## config.mk

```make
export PLATFORM = sky130hd
export DESIGN_NAME = peak_decim_ctrl
export DESIGN_NICKNAME = d
export VERILOG_FILES = /design/src/rtl/dso_acq_pkg.sv /design/src/rtl/rise_detect.sv /design/src/rtl/peak_decim_ctrl.sv
export SDC_FILE = /design/constraint.sdc
export NUM_CORES = 1
export LEC_CHECK = 0
export ABC_CLOCK_PERIOD_IN_PS = 3700
export CAP_MARGIN = 30
export CELL_PAD_IN_SITES_DETAIL_PLACEMENT = 1
export CELL_PAD_IN_SITES_GLOBAL_PLACEMENT = 1
export CORE_MARGIN = 1.5
export CORE_UTILIZATION = 42
export CTS_BUF_LIST = sky130_fd_sc_hd__clkbuf_2
export DETAILED_ROUTE_END_ITERATION = 6
export PLACE_DENSITY_LB_ADDON = 0.08
export SKIP_LAST_GASP = 1
export SLEW_MARGIN = 20
export SYNTH_ARGS = -nofsm -noshare
export SYNTH_HDL_FRONTEND = slang
export SYNTH_HIERARCHICAL = 1
export SYNTH_SLANG_ARGS = --single-unit
```

## constraint.sdc

```tcl
create_clock -name clk -period 3.7 [get_ports clk]
set_clock_uncertainty 0.2 [all_clocks]
set_input_delay 0.555 -clock clk [delete_from_list [all_inputs] [get_ports clk]]
set_output_delay 0.555 -clock clk [all_outputs]
set_load 0.01 [all_outputs]
```

## src/rtl/dso_acq_pkg.sv

```systemverilog
// Shared types and helpers for the DSO acquisition sequencer.
package dso_acq_pkg;

  typedef enum logic [2:0] {
    StIdle,
    StSettle,
    StPre,
    StArmed,
    StPost,
    StDone
  } acq_state_e;

  localparam int unsigned SettleStrobesDefault = 2;

  function automatic logic [31:0] tb_to_n(input logic [3:0] tb_sel);
    return 32'd1 << tb_sel;
  endfunction

endpackage

```

## src/rtl/rise_detect.sv

```systemverilog
// Registered rising-edge detector: a low-to-high transition is reported one cycle later.
module rise_detect (
  input  logic clk,
  input  logic rst,
  input  logic sig_in,
  output logic rise
);

  logic prev_q;
  logic rise_q;

  always_ff @(posedge clk) begin
    if (rst) begin
      prev_q <= 1'b0;
      rise_q <= 1'b0;
    end else begin
      prev_q <= sig_in;
      rise_q <= sig_in & ~prev_q;
    end
  end

  assign rise = rise_q;

endmodule

```

## src/rtl/peak_decim_ctrl.sv

```systemverilog
// Acquisition sequencer: settles the peak decimators, then fills the circular capture RAM
// with pre-trigger and post-trigger segments and reports the trigger address.
module peak_decim_ctrl
  import dso_acq_pkg::*;
#(
  parameter int unsigned ADDR_W         = 12,
  parameter int unsigned SETTLE_STROBES = SettleStrobesDefault
) (
  input  logic              clk,
  input  logic              rst,
  input  logic              start,
  input  logic              abort,
  input  logic [3:0]        tb_sel,
  input  logic [ADDR_W-1:0] pretrig_len,
  input  logic              trig_in,
  input  logic              clken_in,
  output logic [31:0]       n_out,
  output logic              wr_en,
  output logic [ADDR_W-1:0] wr_addr,
  output logic [ADDR_W-1:0] trig_addr,
  output logic              busy,
  output logic              done
);

  localparam int unsigned    CntW       = ADDR_W + 1;
  localparam logic [CntW-1:0] Depth      = CntW'(1) << ADDR_W;
  localparam logic [CntW-1:0] SettleLast = CntW'(SETTLE_STROBES - 1);

  acq_state_e        state_q, state_d;
  logic [31:0]       n_q;
  logic [ADDR_W-1:0] pre_len_q;
  logic [ADDR_W-1:0] addr_q;
  logic [ADDR_W-1:0] wr_addr_q;
  logic [ADDR_W-1:0] trig_addr_q;
  logic              wr_en_q;
  logic [CntW-1:0]   settle_cnt_q;
  logic [CntW-1:0]   seg_cnt_q;
  logic              trig_pend_q;
  logic              trig_rise;

  logic              accept;
  logic              write;
  logic              armed_hit;
  logic [CntW-1:0]   seg_next;
  logic [CntW-1:0]   pre_len_ext;
  logic [CntW-1:0]   post_len;

  rise_detect u_rise_detect (
    .clk   (clk),
    .rst   (rst),
    .sig_in(trig_in),
    .rise  (trig_rise)
  );

  // pretrig_len is ADDR_W wide, so its largest value is already DEPTH-1.
  assign pre_len_ext = {1'b0, pre_len_q};
  assign post_len    = Depth - pre_len_ext;
  assign seg_next    = seg_cnt_q + CntW'(1);
  assign accept      = start && !abort && (state_q == StIdle || state_q == StDone);
  assign armed_hit   = clken_in && (trig_rise || trig_pend_q);
  assign write       = !abort && clken_in &&
                       (state_q == StPre || state_q == StArmed || state_q == StPost);

  always_ff @(posedge clk) begin
    if (rst) begin
      state_q <= StIdle;
    end else begin
      state_q <= state_d;
    end
  end

  always_comb begin
    state_d = state_q;
    if (abort) begin
      state_d = StIdle;
    end else begin
      unique case (state_q)
        StIdle, StDone: if (start) state_d = StSettle;
        StSettle: begin
          if (clken_in && settle_cnt_q == SettleLast) begin
            state_d = (pre_len_q == '0) ? StArmed : StPre;
          end
        end
        StPre:   if (clken_in && seg_next == pre_len_ext) state_d = StArmed;
        StArmed: if (armed_hit) state_d = (post_len == CntW'(1)) ? StDone : StPost;
        StPost:  if (clken_in && seg_next == post_len) state_d = StDone;
        default: state_d = StIdle;
      endcase
    end
  end

  always_comb begin
    busy = 1'b0;
    done = 1'b0;
    unique case (state_q)
      StSettle, StPre, StArmed, StPost: busy = 1'b1;
      StDone:                           done = 1'b1;
      default:                          ;
    endcase
  end

  always_ff @(posedge clk) begin
    if (rst) begin
      n_q          <= 32'd1;
      pre_len_q    <= '0;
      addr_q       <= '0;
      wr_addr_q    <= '0;
      trig_addr_q  <= '0;
      wr_en_q      <= 1'b0;
      settle_cnt_q <= '0;
      seg_cnt_q    <= '0;
      trig_pend_q  <= 1'b0;
    end else begin
      wr_en_q <= write;
      if (write) begin
        wr_addr_q <= addr_q;
        addr_q    <= addr_q + ADDR_W'(1);
      end
      if (accept) begin
        n_q          <= tb_to_n(tb_sel);
        pre_len_q    <= pretrig_len;
        settle_cnt_q <= '0;
        seg_cnt_q    <= '0;
        trig_pend_q  <= 1'b0;
      end
      if (!abort) begin
        case (state_q)
          StSettle: if (clken_in) settle_cnt_q <= settle_cnt_q + CntW'(1);
          StPre: begin
            if (clken_in) seg_cnt_q <= (seg_next == pre_len_ext) ? '0 : seg_next;
          end
          StArmed: begin
            // An edge seen between strobes is held until the next strobe.
            if (trig_rise) trig_pend_q <= 1'b1;
            if (armed_hit) begin
              trig_addr_q <= addr_q;
              seg_cnt_q   <= CntW'(1);
              trig_pend_q <= 1'b0;
            end
          end
          StPost:  if (clken_in) seg_cnt_q <= seg_next;
          default: ;
        endcase
      end
    end
  end

  assign n_out     = n_q;
  assign wr_en     = wr_en_q;
  assign wr_addr   = wr_addr_q;
  assign trig_addr = trig_addr_q;

endmodule

```

======== Yosys cells after proc, flatten, opt, wreduce, memory -nomap -nowiden ========
Cells that the tools add are included.
W data, S select, Z words.
operators by class
  reductions and logical operators ........ 20
  add/sub/neg operators ................... 4
  mux-type cells .......................... 26
  equal/unequal tests ..................... 14
  shift operators ......................... 1
  bitwise gates (word level) .............. 3
operator list
  kind                      number
  $mux W13                  10
  $pmux W13 S3              1
  $shl A1 B4 Y32 const A    1
  $add A13 B1 Y13 const B   2
  $eq A13 B1 Y1 const B     2
  $mux W3                   5
  $pmux W3 S5               1
  $eq A13 B12 Y1            1
  $eq A13 B13 Y1            1
  $sub A13 B12 Y13 const A  1
  $add A12 B1 Y12 const B   1
  $logic_not A12 Y1         1
  $mux W1                   9
  $logic_and A1 B1 Y1       8
  $eq A3 B2 Y1 const B      2
  $eq A3 B3 Y1 const B      2
  $ne A2 B2 Y1 const B      3
  $reduce_and A5 Y1         1
  $logic_or A1 B1 Y1        4
  $ne A2 B1 Y1 const B      2
  $reduce_or A2 Y1          2
  $reduce_or A4 Y1          1
  $eq A3 B1 Y1 const B      1
  $logic_not A3 Y1          1
  other kinds (4)           5
storage, ports and cells
  input port bits ......................... 22
  word-level logic and storage cells ...... 80
  register bits after elaboration ......... 113
  output and inout port bits .............. 59

======== Depth between registers and ports, before layout ========
Gate-level depths: netlist of the first run.
  depth after elaboration ................. 8
  depth in mapped cells ................... 11
  mapped depth without buffers ............ 10

======== Hierarchy ========
The synthesis of the first run kept the hierarchy.
modules (own cells, without submodules)
  module           times used  cells each  seq. area each (µm²)  area an instance (µm²)
  peak_decim_ctrl  1           684         1,901.8               5,362.6
  rise_detect      1           4           40.0                  58.8

======== Worst setup path after synthesis of the first run ========
Ideal clock, no wire load.
  path type ............................... register -> register
  from .................................... register seg_cnt_q[0]
  to ...................................... register seg_cnt_q[2]
  library setup time ...................... 117 ps
  required time ........................... 3,383 ps
  cell stages (with the launch flop) ...... 11
  arrival ................................. 2,545 ps
  period minus slack after synthesis ...... 2,862 ps
  slack ................................... 838 ps
  buffers on the path ..................... 1
  cell sequence ........................... dfxtp_1 -> ha_1 -> and4_1 -> buf_6 -> nand4_2 -> or3_1 -> o211a_1 -> o41ai_2 -> a21oi_1 -> nor2b_1 -> a22o_1
on the way
  longest elaborated chain between the ends .. 6
  elaborated cells on any way between the ends .. 7
RTL lines
  what                    line                    source
  from (decl)             peak_decim_ctrl.sv:37   logic [CntW-1:0] seg_cnt_q;
  from (signal assigned)  peak_decim_ctrl.sv:130  if (clken_in) seg_cnt_q <= (seg_next == pre_len_ext) ? '0 : seg_next;
  from (signal assigned)  peak_decim_ctrl.sv:137  seg_cnt_q <= CntW'(1);
  from (signal assigned)  peak_decim_ctrl.sv:141  StPost: if (clken_in) seg_cnt_q <= seg_next;
  $add A13 B1 Y13 *       peak_decim_ctrl.sv:58   assign seg_next = seg_cnt_q + CntW'(1);
  $eq A13 B12 Y1          peak_decim_ctrl.sv:130
  $mux W13 (2 in a row)   peak_decim_ctrl.sv:130
  $pmux W13 S3 *          peak_decim_ctrl.sv:127  case (state_q)
  $mux W13 *              peak_decim_ctrl.sv:126  if (!abort) begin
Every way passes the cells marked *; elsewhere a longest branch is shown, timed or not.
A chain may end at the register's enable or synchronous reset.

======== Worst setup path in the final report of the first run ========
  from .................................... register seg_cnt_q[0]
  to ...................................... register seg_cnt_q[8]
The elaborated chain is that of the path after synthesis.

==> impl_metrics.ini, run 1 <==
[run_status]
status = finished, final reports clean

[synth]
synth_warnings = 6
syn-cell-area_um2 = 5420
yosysUniqueCellTypes = 71
async_reset_ff_share_pct = 0
yosys-top-cells-area = dfxtp_1, nand2_1, a21oi_1
ys_seq_area_share_pct = 35.8
synth_top_cell_by_area = dfxtp_1
synth_edf_count = 0
ys_ff_latch = 97
synthCells = 688
synth_top_area_share_pct = 35.8
synthFlopType = dfxtp_1
postSynthAreaPerCell_um2 = 7.88

[clocking]
clkTransAtPathRegs_ps = 250
cts-root-buf = clkbuf_2
cts_made_buffers = 9
cts.htree.levels = 3
worstSkewPairLatency_ps = 610
ctsHoldBuffers = 1
cts_tree = yes
ctsResizeCount = 0
post_cts_buffers = 0
numClockSinks = 97
clk_path_buf_depth = 2

[final_layout]
finalInstanceArea_um2 = 6100
final_common_cell = nand2_1
diodes = 0
drive_gt1_share_pct = 6.01
fin_nets = 756
final_cells = 904
n_fill_cell = 1618
fin_util_pct = 48.3
mostFrequentLayoutCells = nand2_1, dfxtp_1, a21oi_1
syn_to_final_growth_pct = 12.5

[sta]
relSlewSlack_pct = 40.6
period_share_pct = 91.5
fin_ws_ps = 314
hold_viol = 0
setup_tns_ps = 0
min_period_ps = 3390
tightest_slew_ps = 891
grt_setup_unrepaired = false
setup_viol = 0
slew_violations = 0
fmax_ghz = 0.295

[setup_path]
cpMaxStageDelayCell = dfxtp_1
crit_path_max_fanout = 8
cp.required_ps = 4040
setup.worst_path.start_class = flip-flop
crit_family = simple AND/OR/NAND/NOR gates
path_class = reg -> reg
crit_chain = ha_1, and4_1, nand4_2, or3_1, o211a_1, o41ai_2, a21oi_1, nor2b_1, a22o_1
worstPathArrival_ps = 3730
crit_buf_inv = 0
critical-path-max-stage-delay_ps = 580
end_kind = flip-flop

[die]
die_w_um = 117
core_um2 = 12600
die_y_um = 117
start_util_pct = 43.0
dieArea_um2 = 13600
ios = 81
rows = 41

[detailed_routing]
ant_nets = 0
drt_iter0_drc = 203
drt-vias-per-instance = 5.47
drt_wl_total_um = 14900
drc = 0
wire_per_inst_um = 16.5
drtPass1Iterations = 4
num_vias = 4943

[placement]
dpl.hpwl_um = 10800
gp_congestion = 0.936
dp.cells = 887
portBuffers = 64
place_area_um2 = 5980
place_ws_ps = 394

[global_routing]
grt_max_degree = 85
antenna_found_initial = 0
grt_pass1_vias = 4994
grt_pass1_wl_um = 24600
overflow = 0
grt_usage_pct = 23.1

[power]
ir_drop_mv = 0.192
p_per_area_nw_per_um2 = 309
leakage_nw = 2.16

[min_path]
hold_path.class = reg -> reg

[flow_run]
drv_cap = 0
## power breakdown
group,total (mW),switching [mW],internal (mW)
sequential,1.08,0.0220,1.06
clock,0.527,0.371,0.156
combinational,0.277,0.163,0.114
## per-stage QoR
| step | hold WS (ps) | total power, mW |
|---|---|---|
| floorplan | 187 | 1.31 |
| global placement | 196 | 1.37 |
| detailed placement | 200 | 1.37 |
| CTS | 214 | 1.91 |
| global route | 182 | 1.99 |
| finish | 223 | 1.89 |
## path summary, 6_finish.rpt
check	startpoint	end	slack (ps)	depth (start not counted)
setup / recovery	seg_cnt_q[0]	seg_cnt_q[8]	310	9
hold / removal	u_rise_detect/prev_q	u_rise_detect/rise	220	1
setup reg to reg	seg_cnt_q[0]	seg_cnt_q[8]	310	9
hold reg to reg	u_rise_detect/prev_q	u_rise_detect/rise	220	1
## cell families after synthesis
family,share of synthesized area (%)
xor+xnor,8.33
mux,0.969
other cells,0.0692
buf+inv,8.68
fa+ha+maj,1.38
simple gates,28.4
flops,35.8
compound gates,16.3
## area by class of cell
cell class | instances | area, µm² | share of cell area, %
Multi-Input combinational cell | 533 | 3070 | 50.3
Sequential cell | 97 | 1940 | 31.8
Timing Repair Buffer | 76 | 726 | 11.9
Tap cell | 172 | 215 | 3.53
Clock inverter | 5 | 56.3 | 0.923
Clock buffer | 10 | 50.0 | 0.820
Inverter | 11 | 41.3 | 0.677
## sequential cells by signal (all words and copies together) (netlist names)
register / flops
settle_cnt_q: 13
seg_cnt_q: 13
n_out: 16
wr_en: 1
addr_q: 12
trig_addr: 12
state_q: 3
trig_pend_q: 1
pre_len_q: 12
u_rise_detect/prev_q: 1
u_rise_detect/rise: 1
wr_addr: 12
## cells in the mapped netlist (all sizes together), types with 3 or more instances
master    n
nand2   118
dfxtp    97
a21oi    79
nor2     67
buf      31
clkbuf   30
xnor2    26
nand3    25
nor3     22
o21ai    20
xor2     20
nor4     14
and3     11
inv      11
nand4    10
a31oi     9
and2      8
or3       7
a211oi    6
a22o      6
ha        6
nand2b    6
nor3b     5
and4      4
nor2b     4
mux2i     3
o31ai     3
## per-layer routing
metal	GRT usage [%]	vias to the layer above	share of wire (%)
met2	39.5	102	47
met4	8.11	0	2.0
met3	5.92	24	4.6
li1	-	2439	-
met5	0	-	0
met1	28.2	2378	46
Power figures use the tool's default switching activity.
==> run 2: changes to the inputs <==
REMOVE_ABC_BUFFERS = 1   (was not set)
==> impl_metrics.ini, run 2 (synthesis results as in run 1) <==
[power]
p_sw_mw = 0.557
seqPwrFrac_pct = 57.2
leakage_nw = 2.16
ir_drop_mv = 0.183
clockPowerShare_pct = 28.1
combinationalPowerShare_pct = 14.6
p_per_area_nw_per_um2 = 311
swShare_pct = 29.4
internal_power_mw = 1.34

[setup_path]
cp.depth = 9
setup.worst_path.start_class = flip-flop
reg2reg_to = seg_cnt_q[8]
path_class = reg -> reg
cpMaxStageDelayCell = dfxtp_2
reg2reg_depth = 9
critical-path-max-stage-delay_ps = 500
worstPathArrival_ps = 3700
cp.required_ps = 4060
r2r_setup_slack_ps = 350
timing.rr.start = seg_cnt_q[0]
crit_path_max_fanout = 8
crit_family = simple AND/OR/NAND/NOR gates
end_kind = flip-flop
crit_chain = ha_1, and4_1, nand4_2, or3_1, o211a_1, o41ai_2, a21oi_1, nor2b_1, a22o_1
crit_buf_inv = 0

[final_layout]
final_common_cell = nand2_1
fin_nets = 755
largest_register_ffs = 16
finalInstanceArea_um2 = 6100
mostFrequentLayoutCells = nand2_1, dfxtp_1, a21oi_1
n_fill_cell = 1589
drive_gt1_share_pct = 6.28
syn_to_final_growth_pct = 12.5
diodes = 0

[detailed_routing]
dr.max_layer_used = met4
drc = 0
wire_per_inst_um = 16.4
drtPass1Iterations = 4
wl_met3_um = 676
ant_nets = 0
num_vias = 4975
wl_met2_um = 7380
drt_iter0_drc = 152
drt-vias-per-instance = 5.50
met1Wirelength_um = 6510
drt_wl_total_um = 14800

[sta]
fmax_ghz = 0.299
tightest_slew_ps = 846
hold_viol = 0
period_share_pct = 90.5
slew_violations = 0
min_period_ps = 3350
setup_tns_ps = 0
relSlewSlack_pct = 43.6
grt_setup_unrepaired = false
setup_viol = 0

[die]
dieArea_um2 = 13600
ios = 81
die_y_um = 117
start_util_pct = 43.0
die_w_um = 117
rows = 41
core_um2 = 12600

[global_routing]
overflow = 0
grt_max_degree = 49
grt_usage_pct = 23.3
grt_pass1_wl_um = 24900
grt_pass1_vias = 5074
antenna_found_initial = 0

[flow_run]
drv_cap = 0

[clocking]
post_cts_buffers = 0
clkTransAtPathRegs_ps = 270
ctsHoldBuffers = 0
cts.htree.levels = 3
clk_path_buf_depth = 2
numClockSinks = 97
cts-root-buf = clkbuf_2
ctsResizeCount = 0
cts_made_buffers = 9
worstSkewPairLatency_ps = 620
cts_tree = yes

[min_path]
hold_path.class = reg -> reg
min_to = u_rise_detect/rise
hold_depth = 1
holdCritStartpoint = u_rise_detect/prev_q

[run_status]
status = finished, final reports clean

[placement]
place_area_um2 = 5980
gp_congestion = 0.854
portBuffers = 64
dpl.hpwl_um = 11000
==> run 2: cell type report <==
type,instances,area [µm²],share of cell area [%]
clock buffers,10,50.0,0.820
clock inverters,6,65.1,1.07
inverters,11,41.3,0.677
multi-input cells,533,3070,50.3
flip-flops and latches,97,1940,31.8
well taps,172,215,3.53
repair buffers,75,716,11.7
==> run 2: metal layers <==
| metal | track usage, % | vias to the layer above |
|---|---|---|
| met2 | 40.8 | 86 |
| li1 | - | 2439 |
| met5 | 0 | - |
| met1 | 28.2 | 2431 |
| met3 | 5.60 | 19 |
| met4 | 7.31 | 0 |
==> run 2: how the worst max path moves through the flow <==
stage                 start           end
2_1_floorplan  seg_cnt_q[0]  seg_cnt_q[2]
3_3_place_gp   seg_cnt_q[0]  seg_cnt_q[5]
3_5_place_dp   seg_cnt_q[0]  seg_cnt_q[5]
4_1_cts        seg_cnt_q[0]  seg_cnt_q[5]
5_1_grt        seg_cnt_q[0]  seg_cnt_q[2]
6_report       seg_cnt_q[0]  seg_cnt_q[8]
==> run 2: per-stage QoR <==
| step | util, % | instances | hold WS [ps] | total power [mW] | setup WS (ps) |
|---|---|---|---|---|---|
| floorplan | - | 641 | 187 | 1.27 | 809 |
| global route | 48.3 | 904 | 217 | 2.00 | 134 |
| CTS | 48.3 | 903 | 204 | 1.92 | 251 |
| detailed placement | 47.4 | 887 | 198 | 1.38 | 276 |
| finish | 48.3 | 904 | 222 | 1.90 | 352 |
| global placement | 47.4 | 887 | 198 | 1.37 | 428 |
==> run 2: power groups by stage <==
| stage | registers (mW) | logic [mW] | clock network (mW) |
|---|---|---|---|
| 2_1_floorplan | 1.10 | 0.167 | 0 |
| 3_3_place_gp | 1.10 | 0.270 | 0 |
| 3_5_place_dp | 1.10 | 0.276 | 0 |
| 4_1_cts | 1.09 | 0.277 | 0.561 |
| 5_1_grt | 1.09 | 0.308 | 0.601 |
| 6_report | 1.08 | 0.277 | 0.533 |
==> run 3: changes to the inputs <==
MAX_ROUTING_LAYER = met4   (was not set)
SKIP_LAST_GASP = not set   (was 1)
==> impl_metrics.ini, run 3 (synthesis results as in run 1) <==
[die]
die_y_um = 117
ios = 81
rows = 41
dieArea_um2 = 13600
core_um2 = 12600
start_util_pct = 43.0
die_w_um = 117

[power]
leakage_nw = 2.16
ir_drop_mv = 0.205
p_per_area_nw_per_um2 = 312

[placement]
dpl.hpwl_um = 10800
portBuffers = 64
gp_congestion = 0.890

[sta]
hold_viol = 0
slew_violations = 0
relSlewSlack_pct = 43.4
period_share_pct = 91.7
fmax_ghz = 0.295
tightest_slew_ps = 850
setup_tns_ps = 0
grt_setup_unrepaired = false
setup_viol = 0
min_period_ps = 3390

[global_routing]
grt_usage_pct = 23.3
grt_pass1_wl_um = 24300
grt_pass1_vias = 4956
overflow = 0
grt_max_degree = 49
antenna_found_initial = 1

[detailed_routing]
drc = 0
met1Wirelength_um = 6480
ant_nets = 0
drt_iter0_drc = 157
wl_met3_um = 685
dr.max_layer_used = met4
drt_wl_total_um = 14700
wire_per_inst_um = 16.2
drt-vias-per-instance = 5.43
num_vias = 4915
drtPass1Iterations = 4
wl_met2_um = 7250

[clocking]
cts-root-buf = clkbuf_2
ctsHoldBuffers = 0
clkTransAtPathRegs_ps = 290
worstSkewPairLatency_ps = 610
numClockSinks = 97
clk_path_buf_depth = 2
cts_made_buffers = 9
cts.htree.levels = 3
cts_tree = yes

[final_layout]
n_fill_cell = 1635
drive_gt1_share_pct = 6.42
mostFrequentLayoutCells = nand2_1, dfxtp_1, a21oi_1
largest_register_ffs = 16
fin_nets = 755
final_common_cell = nand2_1
syn_to_final_growth_pct = 12.7
multi_input_area_um2 = 3070
fin_util_pct = 48.4
register_area_um2 = 1940

[setup_path]
setup.worst_path.start_class = flip-flop
end_kind = flip-flop
worstPathArrival_ps = 3750
cp.required_ps = 4050
crit_path_max_fanout = 8
path_class = reg -> reg

[min_path]
hold_path.class = reg -> reg

[run_status]
status = finished, final reports clean

[flow_run]
drv_cap = 0
run 3: cell types whose count changed in the layout (fill, tap and decap cells not counted):
| cell | before | now |
|---|---|---|
| clkinv_4 | 1 | 0 |
| diode_2 | 0 | 1 |
| clkbuf_2 | 10 | 9 |
| clkinv_2 | 1 | 2 |
| clkinv_1 | 1 | 0 |
| inv_8 | 0 | 1 |
| clkinvlp_4 | 0 | 1 |
run 3: worst paths after layout:
path | start | end | slack, ps | depth (start not counted)
worst min register to register | u_rise_detect/prev_q | u_rise_detect/rise | 220 | 1
worst max-delay path | seg_cnt_q[0] | seg_cnt_q[7] | 310 | 9
worst max register to register | seg_cnt_q[0] | seg_cnt_q[7] | 310 | 9
worst min-delay path | u_rise_detect/prev_q | u_rise_detect/rise | 220 | 1
run 3: metrics by stage:
step / std cells / power [mW] / hold slack [ps] / instance area [µm²] / worst slack, ps
4_1_cts: 903 / 1.94 / 224 / 6100 / 201
6_report: 905 / 1.91 / 224 / 6110 / 308
3_3_place_gp: 887 / 1.37 / 197 / 5980 / 424
5_1_grt: 905 / 2.01 / 233 / 6110 / 118
3_5_place_dp: 887 / 1.38 / 198 / 5980 / 237
2_1_floorplan: 641 / 1.27 / 187 / 5050 / 809
run 3: timing repair:
action / in CTS / in global routing
gates resized for setup: 0 / 1
setup buffers: 0 / 0
endpoints found under the setup margin: 0 / 1
run 3: critical path, stage by stage, from the launching register on:
cell and delay (ps):
dfxtp_2 510, ha_1 290, and4_1 400, nand4_2 200, or3_1 410, o211a_1 150
o41ai_2 440, a21oi_1 240, nor2b_1 250, a22o_1 250
run 3: final cells by class:
type	instances	share of cell area, %
flip-flops and latches	97	31.8
clock buffers	9	0.737
diodes	1	0.0410
clock inverters	7	1.25
multi-input cells	533	50.3
repair buffers	75	11.7
inverters	11	0.676
well taps	172	3.52
run 3: report_power, final:
part | internal [mW] | switching (mW)
Sequential | 1.06 | 0.0233
Clock | 0.164 | 0.387
Combinational | 0.115 | 0.159
Total | 1.34 | 0.569
run 3: metal layers:
metal  global-route usage, %  up-vias
met2                    39.8       86
li1                        -     2445
met3                    5.09       20
met4                    6.67        0
met1                    27.8     2364
met5                       -        -
